$ cat src/rtl/record_pkg.sv
// Shared types and constants for the I2S-to-SRAM audio recorder.
package record_pkg;

  localparam int ADDR_W   = 20;
  localparam int SAMPLE_W = 16;
  localparam int CNT_W    = $clog2(SAMPLE_W);
  localparam logic [ADDR_W-1:0] MAX_ADDR = 20'hFFFFF;

  typedef enum logic [2:0] {
    IDLE,
    WAIT_L,
    SHIFT,
    WRITE,
    PAUSED
  } state_e;

endpackage

$ cat src/rtl/i2s_rx_shifter.sv
// Left-channel I2S receiver: LRCK falling-edge detect, 16-bit MSB-first shifter
// and bit counter. The controller decides when a word is armed or abandoned.
module i2s_rx_shifter
  import record_pkg::*;
(
  input  logic                clk_i,
  input  logic                rst_i,
  input  logic                lrck_i,
  input  logic                dat_i,
  input  logic                start_i,
  input  logic                abort_i,
  output logic                fall_o,
  output logic                last_o,
  output logic [SAMPLE_W-1:0] sample_o,
  output logic                sample_valid_o
);

  logic                lrck_q, lrck_d;
  logic                active_q, active_d;
  logic [CNT_W-1:0]    cnt_q, cnt_d;
  logic [SAMPLE_W-1:0] shift_q, shift_d;
  logic                valid_q, valid_d;

  // lrck_q is the registered copy of the word clock; it resets high so a
  // low LRCK right after reset already counts as a falling edge.
  assign fall_o         = lrck_q & ~lrck_i;
  assign last_o         = active_q & (cnt_q == CNT_W'(SAMPLE_W - 1));
  assign sample_o       = shift_q;
  assign sample_valid_o = valid_q;

  always_comb begin
    lrck_d   = lrck_i;
    active_d = active_q;
    cnt_d    = cnt_q;
    shift_d  = shift_q;
    valid_d  = 1'b0;
    if (abort_i) begin
      active_d = 1'b0;
      cnt_d    = '0;
    end else if (start_i) begin
      active_d = 1'b1;
      cnt_d    = '0;
    end else if (active_q) begin
      shift_d = {shift_q[SAMPLE_W-2:0], dat_i};
      cnt_d   = cnt_q + CNT_W'(1);
      if (last_o) begin
        active_d = 1'b0;
        valid_d  = 1'b1;
      end
    end
  end

  always_ff @(posedge clk_i) begin
    if (rst_i) begin
      lrck_q   <= 1'b1;
      active_q <= 1'b0;
      cnt_q    <= '0;
      shift_q  <= '0;
      valid_q  <= 1'b0;
    end else begin
      lrck_q   <= lrck_d;
      active_q <= active_d;
      cnt_q    <= cnt_d;
      shift_q  <= shift_d;
      valid_q  <= valid_d;
    end
  end

endmodule

$ cat src/rtl/record_ctrl.sv
// Recording controller: captures left I2S words and stores them to SRAM at
// consecutive addresses, with pause/resume, stop and full-memory auto-finish.
module record_ctrl
  import record_pkg::*;
(
  input  logic                i_clk,
  input  logic                i_rst,
  input  logic                i_start,
  input  logic                i_pause,
  input  logic                i_stop,
  input  logic                i_ADCLRCK,
  input  logic                i_ADCDAT,
  output logic [ADDR_W-1:0]   o_sram_addr,
  output logic [SAMPLE_W-1:0] o_sram_dq,
  output logic                o_sram_we,
  output logic                o_sram_ce,
  output logic                o_sram_oe,
  output logic                o_sram_lb,
  output logic                o_sram_ub,
  output logic [ADDR_W-1:0]   o_end_addr,
  output logic                o_finish,
  output state_e              o_dbg_state
);

  state_e              state_q, state_d;
  logic [ADDR_W-1:0]   addr_q, addr_d;
  logic [ADDR_W-1:0]   end_q, end_d;
  logic                pause_q, pause_d;
  logic                finish_q, finish_d;
  logic                ctl_q;
  logic                fall, last, sample_valid;
  logic                shift_start, shift_abort, write_en;
  logic [SAMPLE_W-1:0] sample;

  i2s_rx_shifter u_shifter (
    .clk_i          (i_clk),
    .rst_i          (i_rst),
    .lrck_i         (i_ADCLRCK),
    .dat_i          (i_ADCDAT),
    .start_i        (shift_start),
    .abort_i        (shift_abort),
    .fall_o         (fall),
    .last_o         (last),
    .sample_o       (sample),
    .sample_valid_o (sample_valid)
  );

  always_comb begin
    state_d     = state_q;
    addr_d      = addr_q;
    end_d       = end_q;
    pause_d     = pause_q;
    finish_d    = 1'b0;
    shift_start = 1'b0;
    shift_abort = 1'b0;
    case (state_q)
      IDLE: begin
        if (i_start) begin
          state_d = WAIT_L;
          addr_d  = '0;
          end_d   = '0;
          pause_d = 1'b0;
        end
      end
      WAIT_L: begin
        if (i_stop) begin
          state_d  = IDLE;
          finish_d = 1'b1;
          end_d    = addr_q;
        end else begin
          if (i_pause) pause_d = 1'b1;
          if (fall) begin
            state_d     = SHIFT;
            shift_start = 1'b1;
          end
        end
      end
      SHIFT: begin
        if (i_stop) begin
          state_d     = IDLE;
          finish_d    = 1'b1;
          end_d       = addr_q;
          shift_abort = 1'b1;
        end else begin
          if (i_pause) pause_d = 1'b1;
          if (last) state_d = WRITE;
        end
      end
      WRITE: begin
        // The last SRAM word ends the take without wrapping the address.
        if (addr_q == MAX_ADDR) begin
          state_d  = IDLE;
          finish_d = 1'b1;
          end_d    = MAX_ADDR;
        end else begin
          addr_d = addr_q + ADDR_W'(1);
          if (i_stop) begin
            state_d  = IDLE;
            finish_d = 1'b1;
            end_d    = addr_q + ADDR_W'(1);
          end else if (pause_q || i_pause) begin
            state_d = PAUSED;
          end else begin
            state_d = WAIT_L;
            pause_d = 1'b0;
          end
        end
      end
      PAUSED: begin
        if (i_stop) begin
          state_d  = IDLE;
          finish_d = 1'b1;
          end_d    = addr_q;
        end else if (i_start) begin
          state_d = WAIT_L;
          pause_d = 1'b0;
        end
      end
      default: state_d = IDLE;
    endcase
  end

  always_ff @(posedge i_clk) begin
    if (i_rst) begin
      state_q  <= IDLE;
      addr_q   <= '0;
      end_q    <= '0;
      pause_q  <= 1'b0;
      finish_q <= 1'b0;
      ctl_q    <= 1'b1;
    end else begin
      state_q  <= state_d;
      addr_q   <= addr_d;
      end_q    <= end_d;
      pause_q  <= pause_d;
      finish_q <= finish_d;
      ctl_q    <= 1'b0;
    end
  end

  assign write_en    = (state_q == WRITE) & sample_valid;
  assign o_sram_we   = ~write_en;
  assign o_sram_dq   = write_en ? sample : '0;
  assign o_sram_addr = addr_q;
  assign o_sram_ce   = ctl_q;
  assign o_sram_lb   = ctl_q;
  assign o_sram_ub   = ctl_q;
  assign o_sram_oe   = 1'b1;
  assign o_end_addr  = end_q;
  assign o_finish    = finish_q;
  assign o_dbg_state = state_q;

endmodule

$ cat config.mk
export PLATFORM = sky130hd
export DESIGN_NAME = record_ctrl
export DESIGN_NICKNAME = d
export VERILOG_FILES = /design/src/rtl/record_pkg.sv /design/src/rtl/i2s_rx_shifter.sv /design/src/rtl/record_ctrl.sv
export SDC_FILE = /design/constraint.sdc
export NUM_CORES = 1
export LEC_CHECK = 0
export BUFFER_PORTS_ARGS = -buffer_cell sky130_fd_sc_hd__buf_2
export CAP_MARGIN = 10
export CORE_UTILIZATION = 50
export CTS_BUF_LIST = sky130_fd_sc_hd__clkbuf_4
export CTS_CLUSTER_SIZE = 30
export DETAILED_ROUTE_END_ITERATION = 10
export PLACE_DENSITY = 0.74
export SLEW_MARGIN = 10
export SYNTH_ARGS = -nofsm -noshare
export SYNTH_HDL_FRONTEND = slang
export SYNTH_SLANG_ARGS = --single-unit
$ cat constraint.sdc
create_clock -name i_clk -period 5.6 [get_ports i_clk]
set_clock_uncertainty 0.2 [all_clocks]
set_input_delay 0.56 -clock i_clk [delete_from_list [all_inputs] [get_ports i_clk]]
set_output_delay 0.56 -clock i_clk [all_outputs]
set_load 0.01 [all_outputs]
==> results of run 1 <==
[final timing paths]
kind	from	endpoint	slack, ns	cells after the start
worst min-delay path	i_ADCLRCK	u_shifter.lrck_q$_SDFF_PP1_	0.15	2
worst max-delay path	o_sram_addr[0]$_SDFFE_PP0P_	o_end_addr[16]$_SDFFE_PP0P_	2.47	7
worst min register to register	o_end_addr[18]$_SDFFE_PP0P_	o_end_addr[18]$_SDFFE_PP0P_	0.28	1
worst max register to register	o_sram_addr[0]$_SDFFE_PP0P_	o_end_addr[16]$_SDFFE_PP0P_	2.47	7
[power by group]
group | internal, W | switching, W
Sequential | 0.000496 | 0.00000706
Clock | 0.0000800 | 0.000167
Combinational | 0.0000286 | 0.0000598
Total | 0.000604 | 0.000234
[Yosys cell counts (all sizes together), types with 7 or more instances]
library cell	number	area (um^2)
a311oi	10	87.6
a21oi	34	174
a31oi	16	100
and3	18	114
a211oi	8	60.1
clkbuf	22	82.6
mux2i	17	170
nor2	40	150
o211ai	7	52.6
nand4	8	56.3
o21ai	15	90.1
dfxtp	69	1380
nand2	25	96.4
inv	9	33.8
nor3	11	55.1
buf	17	93.8
nand3	19	108
[cell type report]
class / count / area share (%)
repair buffers: 75 / 9.66
clock inverters: 5 / 0.498
well taps: 96 / 2.99
inverters: 9 / 0.841
multi-input cells: 313 / 49.9
flip-flops and latches: 69 / 34.4
clock buffers: 9 / 1.68
[metal layers]
metal / share of wire, % / up-vias / routed length [um]
li1: - / 1718 / -
met1: 43 / 1658 / 4100
met2: 48 / 154 / 4520
met3: 7.1 / 17 / 671
met4: 2.0 / 0 / 192
met5: 0 / - / 0
[per-stage QoR]
| step | std cells | hold WS (ns) | setup WS (ns) |
|---|---|---|---|
| CTS | 576 | 0.129 | 2.52 |
| floorplan | 430 | 0.249 | 3.02 |
| detailed placement | 562 | 0.261 | 2.54 |
| global placement | 562 | 0.260 | 2.60 |
| finish | 576 | 0.147 | 2.47 |
| global route | 576 | 0.136 | 2.22 |
[flip-flops by register name, indices dropped and copies added (netlist names)]
| signal | count |
|---|---|
| pause_q | 1 |
| o_sram_ce | 1 |
| o_end_addr | 20 |
| u_shifter.sample_o | 16 |
| u_shifter.lrck_q | 1 |
| u_shifter.sample_valid_o | 1 |
| o_dbg_state | 3 |
| u_shifter.active_q | 1 |
| u_shifter.cnt_q | 4 |
| o_finish | 1 |
| o_sram_addr | 20 |
[logic make-up after synthesis]
family / after synthesis
adders and majority gates: 2
AOI/OAI and AO/OA: 133
other: 1
and+or+nand+nor: 154
muxes: 17
DFF: 69
buffers and inverters: 48
xor gates and xnor gates: 6
[critical path, delay by kind of cell (launching register included)]
family	cells	cell delay, ns
AND/OR/NAND/NOR	4	1.52
flip-flops	1	0.48
buffers and inverters	1	0.30
adder cells (fa/ha/maj)	1	0.26
AO/OA/AOI/OAI	1	0.26
==> reports/results.tsv, run 1 <==
stage	metric	value	unit
status	status	complete, no violations	
place	PortBufs	70	
finish	Area growth, synth to finish	11.8	%
finish	Final #Nets	486	
yosys	syn nets	439	
detailed_routing	WL final	9.48	mm
grt	largest net degree at the start of global routing	67	
place	Placed Area	3930	um^2
finish	most common cell after layout, fill and taps aside	buf_2	
grt	initial antenna violation count	0	
clock_tree	CTS tree	done	
timing	post-route setup TNS	0	ns
critical_path	ordered cell list for the critical path	ha_1, nand3_1, or3_1, nor3_2, buf_4, nor3b_1, a22o_1	
clock_tree	Post-CTS Setup Inserts	0	
yosys	largest family of logic cells by synthesized area	compound AO/OA/AOI/OAI gates	
timing	Final Hold Viols	0	
critical_path	crit-path max FO	11	
die	Initial Util	52.3	%
grt	global route total overflow	0	
yosys	Synth async-reset ratio	0	%
timing	Peak Freq	0.320	GHz
power_and_ir_drop	Design Power	0.000838	W
detailed_routing	total number of vias	3547	
timing	Final min period	3.13	ns
clock_tree	Worst-Skew Late Latency	0.41	ns
power_and_ir_drop	PwrDens	209	nW/um^2
critical_path	Worst Path Arrival	3.23	ns
clock_tree	CTS Hold Bufs	0	
finish	final instance area	4020	um^2
clock_tree	TritonCTS sink count	69	
yosys	mux contribution to synthesized area	4.74	%
clock_tree	clock-pin slew on the worst setup and hold paths	0.10	ns
finish	final core utilization	58.5	%
finish	layout cells sized above 1	20.8	%
timing	max-slew violation count	0	
critical_path	Worst Setup Path Type	flip-flop to flip-flop	
die	Die Ht	86.8	um
timing	Setup Viol. Count Final	0	
detailed_routing	vias per inst	6.16	
finish	register area	1380	um^2
die	Site Rows	30	
finish	n_diodes	0	
detailed_routing	Initial DRC Count	238	
yosys	Synth Instances	430	
power_and_ir_drop	P_leak	1.67	nW
yosys	Post-synth EDFFs	0	
detailed_routing	DRC	0	
critical_path	Worst setup SP type	flip-flop	
timing	RSZ-0062 raised after global routing	false	
clock_tree	Root Buffer	clkbuf_4	
yosys	compound-gate portion of the synthesized area	25.9	%
grt	GR Util met3	5.62	%
yosys	post-synth cell types	66	
clock_tree	H-tree depth	3	
yosys	sequential area share after synthesis	38.5	%
place	post-detail-place hpwl	6.19	mm
grt	met1 GRT Util	32.4	%
timing	fin crit share	55.8	%
clock_tree	maximum buffer depth of the clock tree	2	
finish	fill count	669	
critical_path	Slowest Stage Delay on Critical Path	0.64	ns
critical_path	Max stage delay cell, worst path	nor3_2	
finish	most frequent cells in the layout	70 x buf_2, 69 x dfxtp_1, 40 x nor2_1	
grt	routing usage on met2	44.2	%
die	Die X	86.8	um
grt	most used routing layer	met2	
yosys	yosys warns	0	
timing	Rel. slew slack	30.1	%
yosys	leading register cell type out of synthesis	dfxtp_1	
worst_hold_path	worst min path class	primary input to flip-flop	
clock_tree	CTS buffer count	9	
grt	GR Util All Layers	26.3	%
die	I/O Pins	72	
clock_tree	cts repair resizes	0	
critical_path	Worst setup EP type	flip-flop	
detailed_routing	First-pass DRT Iterations	6	
detailed_routing	ANT nets after route	0	
grt	first-pass GRT wire length	15.5	mm
grt	vias in the first global route	3241	
yosys	Post-Synth Adder-Cell Area	0.697	%
yosys	Post-Synthesis Cell Area	3590	um^2
place	Final Wtd Congestion	0.863	
finish	area of the multi-input gates	2010	um^2
die	Placeable Area	6870	um^2
yosys	post-synthesis simple-gate area fraction	22.8	%
yosys	Yosys reg bits	69	
power_and_ir_drop	Max IR drop VDD	0.141	mV
critical_path	CP Data Required Time	5.71	ns
yosys	syn_area_per_cell	8.35	um^2
die	DIE AREA	7530	um^2
job	max cap viols	0	
yosys	XOR/XNOR Fraction of Synth Area	1.46	%
timing	Worst Tran Pin Value	1.05	ns
detailed_routing	routed len/inst	16.5	um
(Power assumes the default switching activity.)
==> inputs of run 2 (changes only) <==
==> constraint.sdc (replaced) <==
create_clock -name i_clk -period 2.9 [get_ports i_clk]
set_clock_uncertainty 0.2 [all_clocks]
set_input_delay 0.29 -clock i_clk [delete_from_list [all_inputs] [get_ports i_clk]]
set_output_delay 0.29 -clock i_clk [all_outputs]
set_load 0.01 [all_outputs]
==> run 2 against run 1 <==
Routed wire length down 1.0%. Die area is the same. Clock power rose by 100%. Worst setup slack worse by 2.3 ns. Utilization up 2.0 points. Sequential power grew 93%. Critical path type unchanged.
==> reports/results.tsv, run 2 (synthesis results as in run 1) <==
stage	metric	value	unit	change
grt	initial antenna violation count	0		unchanged
critical_path	Worst setup EP type	flip-flop		unchanged
clock_tree	H-tree depth	3		unchanged
worst_hold_path	worst min path class	primary input to flip-flop		unchanged
place	placed cell count	575		was 562
power_and_ir_drop	Max IR drop VDD	0.243	mV	was 0.141 mV
finish	n_diodes	0		unchanged
die	DIE AREA	7530	um^2	unchanged
clock_tree	cts repair resizes	0		unchanged
finish	register area	1380	um^2	unchanged
die	Placeable Area	6870	um^2	unchanged
status	status	complete, no violations		unchanged
clock_tree	CTS tree	done		unchanged
timing	post-route setup TNS	0	ns	unchanged
finish	Area growth, synth to finish	15.7	%	was 11.8%
critical_path	crit-path max FO	6		was 11
timing	Peak Freq	0.373	GHz	was 0.320 GHz
timing	Rel. slew slack	37.6	%	was 30.1%
finish	most common cell after layout, fill and taps aside	buf_2		unchanged
detailed_routing	vias per inst	6.04		was 6.16
critical_path	Worst Path Arrival	2.78	ns	was 3.23 ns
detailed_routing	DRC	0		unchanged
critical_path	Worst setup SP type	flip-flop		unchanged
die	Site Rows	30		unchanged
finish	area of the multi-input gates	2010	um^2	unchanged
die	Initial Util	52.3	%	unchanged
detailed_routing	ANT nets after route	0		unchanged
timing	RSZ-0062 raised after global routing	false		unchanged
worst_hold_path	HP Start	i_stop		was i_ADCLRCK
timing	Final min period	2.68	ns	was 3.13 ns
job	max cap viols	0		unchanged
finish	final instance area	4160	um^2	was 4020 um^2
clock_tree	Worst-Skew Late Latency	0.42	ns	was 0.41 ns
timing	Worst Tran Pin Value	0.937	ns	was 1.05 ns
timing	fin worst setup slack	0.219	ns	was 2.47 ns
detailed_routing	First-pass DRT Iterations	6		unchanged
critical_path	Worst Setup Path Type	flip-flop to flip-flop		unchanged
grt	first-pass GRT wire length	15.4	mm	was 15.5 mm
grt	vias in the first global route	3150		was 3241
place	DP Worst Slack	0.276	ns	was 2.54 ns
critical_path	r2r startpoint	o_sram_addr[1]$_SDFFE_PP0P_		was o_sram_addr[0]$_SDFFE_PP0P_
timing	Setup Viol. Count Final	0		unchanged
finish	Finished Layout Cells	593		was 576
clock_tree	Post-CTS Setup Inserts	0		unchanged
finish	layout cells sized above 1	23.1	%	was 20.8%
finish	fill count	655		was 669
place	Placed Area	4030	um^2	was 3930 um^2
critical_path	origin of the worst setup path	o_sram_addr[1]$_SDFFE_PP0P_		was o_sram_addr[0]$_SDFFE_PP0P_
clock_tree	CTS buffer count	9		unchanged
place	PortBufs	70		unchanged
clock_tree	TritonCTS sink count	69		unchanged
power_and_ir_drop	P_leak	1.75	nW	was 1.67 nW
place	Final Wtd Congestion	0.865		was 0.863
grt	largest net degree at the start of global routing	54		was 67
clock_tree	clock-pin slew on the worst setup and hold paths	0.11	ns	was 0.10 ns
critical_path	CP Data Required Time	3.00	ns	was 5.71 ns
die	I/O Pins	72		unchanged
timing	Final Hold Viols	0		unchanged
clock_tree	Root Buffer	clkbuf_4		unchanged
finish	most frequent cells in the layout	70 x buf_2, 69 x dfxtp_1, 40 x nor2_1		unchanged
detailed_routing	WL final	9.39	mm	was 9.48 mm
place	post-detail-place hpwl	6.49	mm	was 6.19 mm
die	Die X	86.8	um	unchanged
grt	global route total overflow	0		unchanged
finish	Final #Nets	502		was 486
clock_tree	maximum buffer depth of the clock tree	2		unchanged
timing	fin crit share	92.4	%	was 55.8%
detailed_routing	total number of vias	3580		was 3547
detailed_routing	Initial DRC Count	242		was 238
timing	max-slew violation count	0		unchanged
grt	GR Util All Layers	26.3	%	about the same
power_and_ir_drop	PwrDens	394	nW/um^2	was 209 nW/um^2
detailed_routing	routed len/inst	15.8	um	was 16.5 um
die	Die Ht	86.8	um	unchanged
run 2: changes by cell type in the layout (fill, tap and decap cells not counted):
cell	change
dlygate4sd3_1	+3
clkinvlp_4	+2
buf_4	+13
clkinv_1	-1
run 2: path summary, 6_finish.rpt:
path                                 end  slack, ns  cells past startpoint
max          o_end_addr[16]$_SDFFE_PP0P_       0.22                      6
min          o_dbg_state[2]$_SDFFE_PP0P_       0.04                      2
min reg2reg         pause_q$_SDFFE_PP0P_       0.28                      2
max reg2reg  o_end_addr[16]$_SDFFE_PP0P_       0.22                      6
run 2: layout make-up:
cell class	count	area share, %
clock buffer	9	1.63
clock inverter	6	0.753
inverter	9	0.813
multi-input combinational	313	48.3
sequential	69	33.2
tap	96	2.89
timing repair buffer	91	12.4
run 2: layer usage:
metal	up-vias	wire length [um]	track usage (%)
met2	117	4510	43.4
met5	-	0	0
met4	0	167	11.5
met1	1693	4160	33.3
li1	1753	-	-
met3	17	546	5.24
run 2: worst max-delay path: stages (launching register included):
cell	delay [ns]
dfxtp_1	0.44
ha_1	0.25
nand3_1	0.20
or4_4	0.60
o311a_1	0.36
or3_1	0.34
a22o_1	0.18
run 2: report_power, final:
group,internal [W],switching [W]
Combinational,0.0000621,0.000114
Clock,0.000161,0.000331
Sequential,0.000957,0.0000135
run 2: repair_timing:
item	4_1_cts	5_1_grt
endpoints found under the setup margin	0	0
hold buffers	3	0
hold endpoints to repair	3	0
run 2: stage by stage:
stage | hold WS (ns) | utilization, % | total power, W
2_1_floorplan | 0.118 | - | 0.00112
3_3_place_gp | 0.260 | 58.6 | 0.00116
3_5_place_dp | 0.261 | 58.6 | 0.00116
4_1_cts | 0.0149 | 60.5 | 0.00165
5_1_grt | 0.0476 | 60.5 | 0.00172
6_report | 0.0401 | 60.5 | 0.00164
==> inputs of run 3 (changes only) <==
--- a/config.mk
+++ b/config.mk
@@ -7,11 +7,11 @@
 export LEC_CHECK = 0
 export BUFFER_PORTS_ARGS = -buffer_cell sky130_fd_sc_hd__buf_2
 export CAP_MARGIN = 10
-export CORE_UTILIZATION = 50
+export CORE_UTILIZATION = 57
 export CTS_BUF_LIST = sky130_fd_sc_hd__clkbuf_4
 export CTS_CLUSTER_SIZE = 30
 export DETAILED_ROUTE_END_ITERATION = 10
-export PLACE_DENSITY = 0.74
+export PLACE_DENSITY = 0.93
 export SLEW_MARGIN = 10
 export SYNTH_ARGS = -nofsm -noshare
 export SYNTH_HDL_FRONTEND = slang
==> run 3 against run 2 <==
Fmax down 4.0%. Sequential power about the same. Clock power up 5.7%. Critical path depth up 1. Global-route usage up 4.7 points. Clock-buffer cell count up 3. Combinational power up 5%. Sequential share of layout area up 0.11 points. Routed wire length up 5.1%. Cell count down 3.4%. Critical endpoint is now o_end_addr[3]$_SDFFE_PP0P_. Largest cell class unchanged. Largest power group unchanged. Highest routed layer unchanged.
==> reports/results.tsv, run 3 (synthesis results as in run 1) <==
stage	metric	value	unit	change
clock_tree	Worst-Skew Late Latency	0.42	ns	about the same
clock_tree	CTS buffer count	9		unchanged
place	Final Wtd Congestion	0.936		was 0.865
place	PortBufs	70		unchanged
clock_tree	Root Buffer	clkbuf_4		unchanged
clock_tree	maximum buffer depth of the clock tree	2		unchanged
place	Placed Area	4010	um^2	was 4030 um^2
finish	most frequent cells in the layout	70 x buf_2, 69 x dfxtp_1, 40 x nor2_1		unchanged
die	Initial Util	60.0	%	was 52.3%
clock_tree	CTS tree	done		unchanged
die	Placeable Area	5990	um^2	was 6870 um^2
timing	Setup Viol. Count Final	0		unchanged
finish	Area growth, synth to finish	15.3	%	was 15.7%
clock_tree	H-tree depth	3		unchanged
critical_path	ordered cell list for the critical path	ha_1, nand3_1, or3_1, nor3_2, buf_4, a211oi_1, a311oi_1		was ha_1, nand3_1, or4_4, o311a_1, or3_1, a22o_1
timing	max-slew violation count	0		unchanged
grt	global route total overflow	0		unchanged
place	post-detail-place hpwl	6.71	mm	was 6.49 mm
detailed_routing	WL final	9.86	mm	was 9.39 mm
die	DIE AREA	6620	um^2	was 7530 um^2
finish	most common cell after layout, fill and taps aside	buf_2		unchanged
grt	vias in the first global route	3327		was 3150
timing	Rel. slew slack	34.3	%	was 37.6%
critical_path	Worst setup EP type	flip-flop		unchanged
critical_path	origin of the worst setup path	o_sram_addr[1]$_SDFFE_PP0P_		unchanged
critical_path	crit-path max FO	9		was 6
critical_path	FF-to-FF End	o_end_addr[3]$_SDFFE_PP0P_		was o_end_addr[16]$_SDFFE_PP0P_
detailed_routing	ANT nets after route	0		unchanged
critical_path	CP Data Required Time	3.03	ns	was 3.00 ns
timing	RSZ-0062 raised after global routing	false		unchanged
grt	largest net degree at the start of global routing	35		was 54
critical_path	Worst Path Arrival	2.92	ns	was 2.78 ns
detailed_routing	total number of vias	3737		was 3580
critical_path	r2r startpoint	o_sram_addr[1]$_SDFFE_PP0P_		unchanged
place	DP Worst Slack	0.242	ns	was 0.276 ns
die	I/O Pins	72		unchanged
grt	first-pass GRT wire length	15.7	mm	was 15.4 mm
clock_tree	clock-pin slew on the worst setup and hold paths	0.11	ns	about the same
detailed_routing	Initial DRC Count	458		was 242
status	status	complete, no violations		unchanged
timing	fin worst setup slack	0.109	ns	was 0.219 ns
finish	layout cells sized above 1	23.7	%	was 23.1%
detailed_routing	routed len/inst	17.2	um	was 15.8 um
finish	n_diodes	0		unchanged
clock_tree	TritonCTS sink count	69		unchanged
detailed_routing	DRC	0		unchanged
power_and_ir_drop	PwrDens	405	nW/um^2	was 394 nW/um^2
grt	GR Util All Layers	30.9	%	was 26.3%
die	Die X	81.4	um	was 86.8 um
critical_path	Worst Setup Path Type	flip-flop to flip-flop		unchanged
power_and_ir_drop	Max IR drop VDD	0.285	mV	was 0.243 mV
critical_path	R2R depth	7		was 6
die	Site Rows	28		was 30
die	Die Ht	81.4	um	was 86.8 um
grt	initial antenna violation count	0		unchanged
detailed_routing	vias per inst	6.52		was 6.04
detailed_routing	First-pass DRT Iterations	5		was 6
power_and_ir_drop	P_leak	1.77	nW	was 1.75 nW
critical_path	Worst setup SP type	flip-flop		unchanged
timing	Worst Tran Pin Value	0.986	ns	was 0.937 ns
finish	Final #Nets	503		was 502
timing	Final min period	2.79	ns	was 2.68 ns
timing	Peak Freq	0.358	GHz	was 0.373 GHz
timing	Final Hold Viols	0		unchanged
job	max cap viols	0		unchanged
power_and_ir_drop	Design Power	0.00168	W	was 0.00164 W
finish	final instance area	4140	um^2	was 4160 um^2
critical_path	worst setup path endpoint	o_end_addr[3]$_SDFFE_PP0P_		was o_end_addr[16]$_SDFFE_PP0P_
timing	fin crit share	96.2	%	was 92.4%
critical_path	r2r setup slk	0.11	ns	was 0.22 ns
timing	post-route setup TNS	0	ns	unchanged
critical_path	Slowest Stage Delay on Critical Path	0.61	ns	was 0.60 ns
worst_hold_path	worst min path class	primary input to flip-flop		unchanged
critical_path	Max stage delay cell, worst path	or3_1		was or4_4
-- run 3: power breakdown --
group | total [W] | internal [W] | switching (W) | leakage, nW
registers | 0.000971 | 0.000957 | 0.0000139 | 0.557
clock network | 0.000521 | 0.000196 | 0.000326 | 0.0646
logic | 0.000184 | 0.0000643 | 0.000120 | 1.14
-- run 3: layout make-up --
class                   instances  area [um^2]
clock buffers                  12         90.1
clock inverters                 3         13.8
fillers                       458         1850
inverters                       9         33.8
multi-input cells             313         2010
flip-flops and latches         69         1380
well taps                      75         93.8
repair buffers                 92          523
-- run 3: worst max-delay path: cells and delay by family, from the launching register on --
family	cells	cell delay, ns
buf+inv	1	0.25
fa+ha+maj	1	0.26
simple gates	3	1.22
flops	1	0.44
compound gates	2	0.33
-- run 3: per-layer routing --
metal | track usage (%) | up-vias | wire, um
met2 | 48.4 | 217 | 4580
met3 | 9.21 | 34 | 1030
met1 | 38.3 | 1744 | 4000
met4 | 15.5 | 0 | 253
li1 | - | 1742 | -
met5 | 0 | - | 0
-- run 3: per-stage QoR --
stage               hold slack (ns)  util (%)  std cells
floorplan                     0.118         -        430
CTS                          0.0185      69.1        573
finish                       0.0318      69.1        573
global route                 0.0300      69.1        573
detailed placement            0.271      66.9        555
global placement              0.270      66.9        555
-- run 3: timing repair --
action | CTS | global route
setup buffers | 0 | 0
endpoints found under the setup margin | 0 | 0
endpoints found under the hold margin | 3 | 0
hold buffers | 3 | 0
gates resized for setup | 0 | 0
-- run 3: worst min path at each step --
stage	to	startpoint	slack (ns)	cells past startpoint
after CTS	o_dbg_state[2]$_SDFFE_PP0P_	i_stop	0.02	2
after floorplan	o_sram_ce$_DFF_P_	i_rst	0.12	0
after global routing	o_dbg_state[0]$_SDFFE_PP0P_	i_pause	0.03	4
after global placement	pause_q$_SDFFE_PP0P_	pause_q$_SDFFE_PP0P_	0.27	2
final	o_dbg_state[2]$_SDFFE_PP0P_	i_stop	0.03	2
after detailed placement	pause_q$_SDFFE_PP0P_	pause_q$_SDFFE_PP0P_	0.27	2
